$ cat config.mk
export PLATFORM = sky130hd
export DESIGN_NAME = pad_cfg_sequencer
export DESIGN_NICKNAME = d
export VERILOG_FILES = /design/src/rtl/pad_cfg_sequencer.sv
export SDC_FILE = /design/constraint.sdc
export NUM_CORES = 1
export LEC_CHECK = 0
export BUFFER_PORTS_ARGS = -buffer_cell sky130_fd_sc_hd__buf_2
export CORE_ASPECT_RATIO = 1.4
export CORE_MARGIN = 1.5
export CORE_UTILIZATION = 28
export DETAILED_ROUTE_END_ITERATION = 8
export GPL_ROUTABILITY_DRIVEN = 0
export PLACE_DENSITY = 0.58
export SLEW_MARGIN = 25
export SYNTH_ARGS = -nofsm -noshare
export SYNTH_HDL_FRONTEND = slang
export SYNTH_SLANG_ARGS = --single-unit
$ cat constraint.sdc
create_clock -name clk_i -period 2.4 [get_ports clk_i]
set_clock_uncertainty 0.05 [all_clocks]
set_input_delay 0.12 -clock clk_i [delete_from_list [all_inputs] [get_ports clk_i]]
set_output_delay 0.12 -clock clk_i [all_outputs]
set_load 0.01 [all_outputs]
$ cat src/rtl/pad_cfg_sequencer.sv
// Break-before-make pad electrical config sequencer for NUM_PADS I/O pads.
// Optional per-pad write lock: define PAD_CFG_LOCK_EN.
module pad_cfg_sequencer #(
  parameter int NUM_PADS      = 32,
  parameter int SETTLE_CYCLES = 4,
  localparam int IDX_W        = $clog2(NUM_PADS)
) (
  input  logic                  clk_i,
  input  logic                  rst_ni,
  input  logic                  cfg_req_i,
  output logic                  cfg_gnt_o,
  input  logic [IDX_W-1:0]      cfg_idx_i,
  input  logic [5:0]            cfg_wdata_i,
`ifdef PAD_CFG_LOCK_EN
  input  logic                  cfg_lock_i,
`endif
  output logic                  cfg_done_o,
  output logic                  cfg_err_o,
  output logic                  busy_o,
  input  logic [NUM_PADS-1:0]   periph_oen_i,
  output logic [NUM_PADS-1:0]   pad_oen_o,
  output logic [2*NUM_PADS-1:0] pad_drv_o,
  output logic [NUM_PADS-1:0]   pad_puen_o,
  output logic [NUM_PADS-1:0]   pad_slw_o,
  output logic [NUM_PADS-1:0]   pad_smt_o
);

  localparam int CNT_W =
    (SETTLE_CYCLES > 1) ? $clog2(SETTLE_CYCLES) : 1;
  localparam logic [IDX_W:0] NP_L = (IDX_W+1)'(NUM_PADS);

  typedef enum logic [1:0] {
    IDLE, ISOLATE, SETTLE, RELEASE
  } state_e;

  state_e           state_q, state_d;
  logic [CNT_W-1:0] cnt_q, cnt_d;
  logic [IDX_W-1:0] idx_q;
  logic [5:0]       wdata_q;
  logic [5:0]       cfg_q [NUM_PADS];
  logic             done_q, err_q;
  logic             done_d, err_d;
  logic             accept, reject, same, cfg_we;
  logic             isolating;

  assign accept    = cfg_req_i && (state_q == IDLE);
  assign same      = (cfg_q[cfg_idx_i] == cfg_wdata_i);
  assign isolating = (state_q == ISOLATE) || (state_q == SETTLE);

`ifdef PAD_CFG_LOCK_EN
  logic [NUM_PADS-1:0] lock_q;
  logic                lock_lat_q;
  logic                lock_set;
  logic [IDX_W-1:0]    lock_idx;

  assign reject = ({1'b0, cfg_idx_i} >= NP_L) || lock_q[cfg_idx_i];
`else
  assign reject = ({1'b0, cfg_idx_i} >= NP_L);
`endif

  always_comb begin
    state_d = state_q;
    cnt_d   = cnt_q;
    done_d  = 1'b0;
    err_d   = 1'b0;
    cfg_we  = 1'b0;
`ifdef PAD_CFG_LOCK_EN
    lock_set = 1'b0;
    lock_idx = idx_q;
`endif
    unique case (state_q)
      IDLE: begin
        if (accept) begin
          if (reject) begin
            err_d = 1'b1;
          end else if (same) begin
            // Nothing to change: complete without isolating the pad
            done_d = 1'b1;
`ifdef PAD_CFG_LOCK_EN
            lock_set = cfg_lock_i;
            lock_idx = cfg_idx_i;
`endif
          end else begin
            state_d = ISOLATE;
          end
        end
      end
      ISOLATE: begin
        state_d = SETTLE;
        cnt_d   = CNT_W'(SETTLE_CYCLES - 1);
        cfg_we  = 1'b1;
      end
      SETTLE: begin
        if (cnt_q == '0) begin
          state_d = RELEASE;
          done_d  = 1'b1;
`ifdef PAD_CFG_LOCK_EN
          lock_set = lock_lat_q;
`endif
        end else begin
          cnt_d = cnt_q - 1'b1;
        end
      end
      RELEASE: state_d = IDLE;
      default: state_d = IDLE;
    endcase
  end

  always_ff @(posedge clk_i or negedge rst_ni) begin
    if (!rst_ni) begin
      state_q <= IDLE;
      cnt_q   <= '0;
      idx_q   <= '0;
      wdata_q <= '0;
      done_q  <= 1'b0;
      err_q   <= 1'b0;
      for (int k = 0; k < NUM_PADS; k++) begin
        cfg_q[k] <= '0;
      end
    end else begin
      state_q <= state_d;
      cnt_q   <= cnt_d;
      done_q  <= done_d;
      err_q   <= err_d;
      if (accept) begin
        idx_q   <= cfg_idx_i;
        wdata_q <= cfg_wdata_i;
      end
      if (cfg_we) begin
        cfg_q[idx_q] <= wdata_q;
      end
    end
  end

`ifdef PAD_CFG_LOCK_EN
  always_ff @(posedge clk_i or negedge rst_ni) begin
    if (!rst_ni) begin
      lock_q     <= '0;
      lock_lat_q <= 1'b0;
    end else begin
      if (accept) begin
        lock_lat_q <= cfg_lock_i;
      end
      if (lock_set) begin
        lock_q[lock_idx] <= 1'b1;
      end
    end
  end
`endif

  assign cfg_gnt_o  = (state_q == IDLE);
  assign busy_o     = (state_q != IDLE);
  assign cfg_done_o = done_q;
  assign cfg_err_o  = err_q;

  for (genvar k = 0; k < NUM_PADS; k++) begin : g_pad
    logic iso;
    assign iso = isolating && (idx_q == IDX_W'(k));
    assign pad_drv_o[2*k +: 2] = cfg_q[k][5:4];
    assign pad_smt_o[k]  = cfg_q[k][3];
    assign pad_slw_o[k]  = cfg_q[k][2];
    assign pad_puen_o[k] = cfg_q[k][1];
    assign pad_oen_o[k]  =
      (iso || !cfg_q[k][0]) ? 1'b1 : periph_oen_i[k];
  end

endmodule

# After elaboration in Yosys (flattened, before gate mapping)
# Index checks and enable logic that the tools add are counted.
# W data, S select, Z words.
# totals
regBits,208
output_inout_bits,196
wordCells,237
# classes
n_addsub,1
magnitude_cmp,3
eq_ne,39
mux,49
bitwise_logic,2
reduce_logical,106
# ops
op,n
$bwmux W192,1
$eq A5 B5 Y1 const B,16
$eq A5 B4 Y1 const B,8
$mux W1,36
$logic_and A1 B1 Y1,34
$logic_or A1 B1 Y1,33
$logic_not A1 Y1,32
$bmux W6 S5,1
$demux W6 S5,1
$eq A5 B3 Y1 const B,4
$mux W6,3
$ge A6 B6 Y1 const B,2
$not A5 Y6,2
$eq A5 B2 Y1 const B,2
$mux W2,4
$pmux W2 S4,1
$eq A6 B6 Y1,1
$lt A6 B1 Y1 const B,1
$eq A5 B1 Y1 const B,1
$logic_not A5 Y1,1
$eq A2 B2 Y1 const B,2
$logic_not A2 Y1,2
$ne A2 B1 Y1 const B,2
$ne A2 B2 Y1 const B,2
7 further kinds,8

# Logic depth before layout (Yosys ltp)
# depth
word_depth,8
depth_mapped,11
depth_no_buf,8

# Least setup slack after synthesis
# No wires, ideal clock.
# synth_timing
kind,in2reg
start,input port cfg_idx_i[1]
end,register state_q[1]
setup_time_ns,0.128
t_arrival_ns,2.092
required_ns,2.222
setup_slack_ns,0.130
stages,9
cell_sequence,buf_6 -> buf_12 -> mux4_2 -> o2111ai_1 -> nand4_1 -> xor2_1 -> nor4_1 -> a222oi_1 -> mux2_1
# synth_between
elab_chain_len,7
# synth_rtl
item,line,text
"start, declared",12,"input logic [IDX_W-1:0] cfg_idx_i,"
$not A5 Y6 (not written as such),47,assign same = (cfg_q[cfg_idx_i] == cfg_wdata_i);
$bmux W6 S5,47,
$mux W6 (not written as such) (2 in a row),47,
$eq A6 B6 Y1,47,
$ne A2 B2 Y1 (no source line),n/a,
$reduce_and A3 Y1 (no source line),n/a,
"end signal, assigned",121,state_q <= state_d;
"end, declared",36,"state_e state_q, state_d;"
# No other way between the ends. The select of a mux whose other input is x is not followed.
# A chain may end at the register's enable or synchronous reset.

# Final worst setup path
# layout_timing
start,register cfg_q (netlist bit pad_puen_o[1])
end,register state_q[1]
# layout_between
elab_chain_len,6
# layout_rtl
item,line,text
"start, declared",40,logic [5:0] cfg_q [NUM_PADS];
"start signal, assigned by index",130,cfg_q[idx_q] <= wdata_q;
$bmux W6 S5,47,
$mux W6 (not written as such) (2 in a row),47,
$eq A6 B6 Y1,47,
$ne A2 B2 Y1 (no source line),n/a,
$reduce_and A3 Y1 (no source line),n/a,
# No other way between the ends. The select of a mux whose other input is x is not followed.

==> impl_summary.md <==
Status
The checks that failed: setup timing. The run finished, with violations left.

Timing
Static timing analysis puts the maximum clock frequency at ~390 MHz. The total setup violations reported at the end of the flow is 1. For the pin with the worst max-slew slack, the measured transition is 0.665 ns. Setup repair after global routing could not meet its margin everywhere. The hold violation total from the final report is 0. The smallest clock period supported by the final layout is computed as between 2 and 3 ns. The max-slew violation count came to 0. The worst-case headroom to the max-slew limit is a little under three fifths.

The final clock period utilization by the worst path is 107%. The post-layout worst setup margin is -0.157 ns. Hold is met by 0.0972 ns.

Finish
The area of the multi-input gates is roughly 0.0048 mm^2. The area of all placed cells without fillers is 0.0144 mm^2. The commonest non-fill, non-tap cell in the layout is buf_2. The repair_antennas step left the layout with diodes totalling 0. The area overhead of the layout relative to synthesis is 26.0%. After the last flow step, the layout net total stands at approximately 1.3k. In the layout the commonest cells are 238 x buf_2, 208 x dfrtp_1, 198 x mux2_2. The post-route netlist has a little under three fifths of its cells at a drive strength greater than 1. The storage element area is about 0.0052 mm^2. The number of filler instances in the final layout is between 4k and 5k.

Synthesis
The mapped cell area is 0.0115 mm^2. Of the synthesized area, sequential elements account for between 40% and 50%. The fraction of registers with async set or reset after synthesis is between 90% and 100%. Synthesis produced 960 cells.

The number of synthesized flops with an enable pin is 0. The netlist uses 50 different library cells. The synthesized area divided by synthesized cell count is roughly 12 um^2.

Yosys printed 0 warnings. Counting flops and latches in the post-synthesis netlist gives approximately 210. Among all flip-flop cells after synthesis, the most frequent one is dfrtp_1. The number of nets handed over by synthesis was around 1.0k.

Power
In this run the static leakage power is about 0.0073 uW. In this run the power density over the cells is about 1100 mW/mm^2. The worst IR drop on VDD is 0.431 mV.

Worst setup path
The type of the setup path with the least slack is reg2reg. The data arrival time of the worst path is 2.90 ns. The critical path launch point type is a flip-flop.

The worst path required time is roughly 2.7 ns. The peak fanout along the critical path is 3. STA classifies the critical path endpoint as a flip-flop.

Traced cell by cell, the critical path runs through mux4_2, mux2i_2, a211oi_1, nor2_1, xnor2_1, a211oi_2, a222oi_1, mux2_1. The cell with the largest stage delay on the worst path is mux4_2. The delay contributed by the slowest stage of the critical path is between 0.5 and 0.6 ns.

Floorplanning
The y dimension of the die is about 240 um. The total I/O pin count is 242. The floorplan has between 80 and 90 rows. The starting utilization of the core area is about 28%. The die covers 0.0421 mm^2. The core region is a little over 0.04 mm^2. Measured along the x axis, the die boundary spans ~170 um.

Global route
For this run the aggregate overflow at the end of global routing stands at 0. The global-route wire length before repair is between 50 and 60 mm. The number of antenna violations at the first check in global routing came to 2. Entering global routing, the biggest net connects 69 pins. The overall fraction of global-route tracks in use is 19.3%. The via count of the first global-routing pass is 8692.

Clock tree
The maximum root-to-sink buffer count is 3. In this run the number of H-tree levels came out at 1. The latest clock arrival within the worst-skew pair is roughly 0.52 ns. The cell at the root of the clock tree is clkbuf_16.

The register clock-pin slew on the reported worst setup and hold paths is 0.06 ns. TritonCTS built the clock tree. The number of buffers created by CTS is 22. The number of sinks handled by clock tree synthesis is ~210.

Routing
The via count of the routed design is between 8k and 9k. The number of DRC violations after detailed-routing iteration 0 is 515. The count of unresolved DRC violations after routing is 0.

After detailed routing, the average wire length per cell comes to between 20 and 25 um. After detailed routing, the total wire length is about 41 mm. Using the TritonRoute via totals, the vias-per-cell ratio works out to between 4 and 5. The number of detailed-routing iterations run before antenna repair is 5. The number of antenna-violating nets in the routed design is 0.

Job
Max-cap violations in this run came to 0.

Placement
The number of buffer cells added on primary ports is 240. The wire-length estimate of the detail-placed layout is between 30 and 40 mm. In this run the cell area measured after placement is between 0.01 and 0.015 mm^2.

Min path
The class of the most critical hold timing path is in2reg.
worst paths after layout:
check | from | endpoint | slack (ns) | depth (start not counted)
max | pad_puen_o[1] | state_q[1] | -0.16 | 8
min | cfg_req_i | state_q[0] | 0.1 | 4
max reg2reg | pad_puen_o[1] | state_q[1] | -0.16 | 8
min reg2reg | pad_smt_o[25] | pad_smt_o[25] | 0.48 | 1
max in group asynchronous | rst_ni | pad_drv_o[24] | 1.37 | 3
min in group asynchronous | rst_ni | pad_slw_o[25] | 0.14 | 2
worst max-delay path, delay by kind of cell, from the launching register on:
kind	cells	cell delay, ns
multiplexers	3	1.10
AO/OA/AOI/OAI	3	0.56
flip-flops	1	0.39
AND/OR/NAND/NOR	1	0.18
XOR/XNOR	1	0.16
sequential cells by signal (all words and copies together) (netlist names):
| name | cells |
|---|---|
| state_q | 2 |
| pad_puen_o | 32 |
| pad_smt_o | 32 |
| cnt_q | 2 |
| cfg_done_o | 1 |
| cfg_q | 32 |
| idx_q | 5 |
| wdata_q | 6 |
| pad_slw_o | 32 |
| pad_drv_o | 64 |
cell type report:
type                    instances  share of cell area (%)
flip-flops and latches        208                    36.1
multi-input cells             532                    33.0
repair buffers                455                    20.8
clock buffers                  33                    4.74
well taps                     534                    4.63
clock inverters                 6                   0.399
inverters                      14                   0.364
report_power, final:
group | total (uW) | internal, uW | switching [uW]
clock network | 3500 | 2070 | 1440
logic | 6240 | 3060 | 3180
registers | 5720 | 4560 | 1160
total | 15500 | 9690 | 5770
per-layer routing:
metal,vias up,GRT usage [%],wire [um]
met5,-,0,0
li1,3781,-,-
met3,70,3.04,2370
met4,0,7.35,1590
met1,4250,22.6,15800
met2,335,35.0,21400
cells by family after synthesis:
| logic type | Yosys count | share of synthesized area (%) |
|---|---|---|
| compound gates | 79 | 4.45 |
| xor+xnor | 5 | 0.382 |
| fa+ha+maj | 4 | 0.437 |
| buf+inv | 220 | 13.4 |
| flops | 208 | 45.4 |
| mux | 280 | 28.4 |
| other cells | 1 | 0.0327 |
| simple gates | 163 | 7.53 |
stage by stage:
step | total power (uW) | std cells | TNS [ns] | setup slack [ns] | util, %
after floorplan | 9220 | 960 | 0 | 0.130 | -
after global placement | 11800 | 1733 | -1.31 | -0.582 | 33.6
after detailed placement | 11900 | 1733 | -1.32 | -0.592 | 33.6
after CTS | 15500 | 1779 | -0.146 | -0.146 | 35.7
after global routing | 16200 | 1782 | -0.233 | -0.231 | 35.8
final | 15500 | 1782 | -0.157 | -0.157 | 35.8
synthesized netlist by cell type, drive strengths merged (4+ instances only):
cell type	instances	area, um^2
nand2b	4	25.0
a21oi	10	50.1
nor3b	4	30.0
a22oi	17	128
clkbuf	27	101
buf	179	1380
inv	14	52.6
mux4	15	349
xor2	4	35.0
nand3b	15	113
o21ai	33	165
dfrtp	208	5200
nand2	37	139
nor2b	30	188
nor2	34	128
nand4	14	87.6
mux2i	66	661
mux2	199	2240
ha	4	50.1
nand3	11	55.1
timing repair:
item / 4_1_cts / 5_1_grt
hold buffers: 7 / 0
setup buffers: 0 / 3
endpoints found under the setup margin: 10 / 3
endpoints found under the hold margin: 71 / 0
pin swaps: 0 / 10
gates resized for setup: 7 / 7
Power figures use the tool's default switching activity.
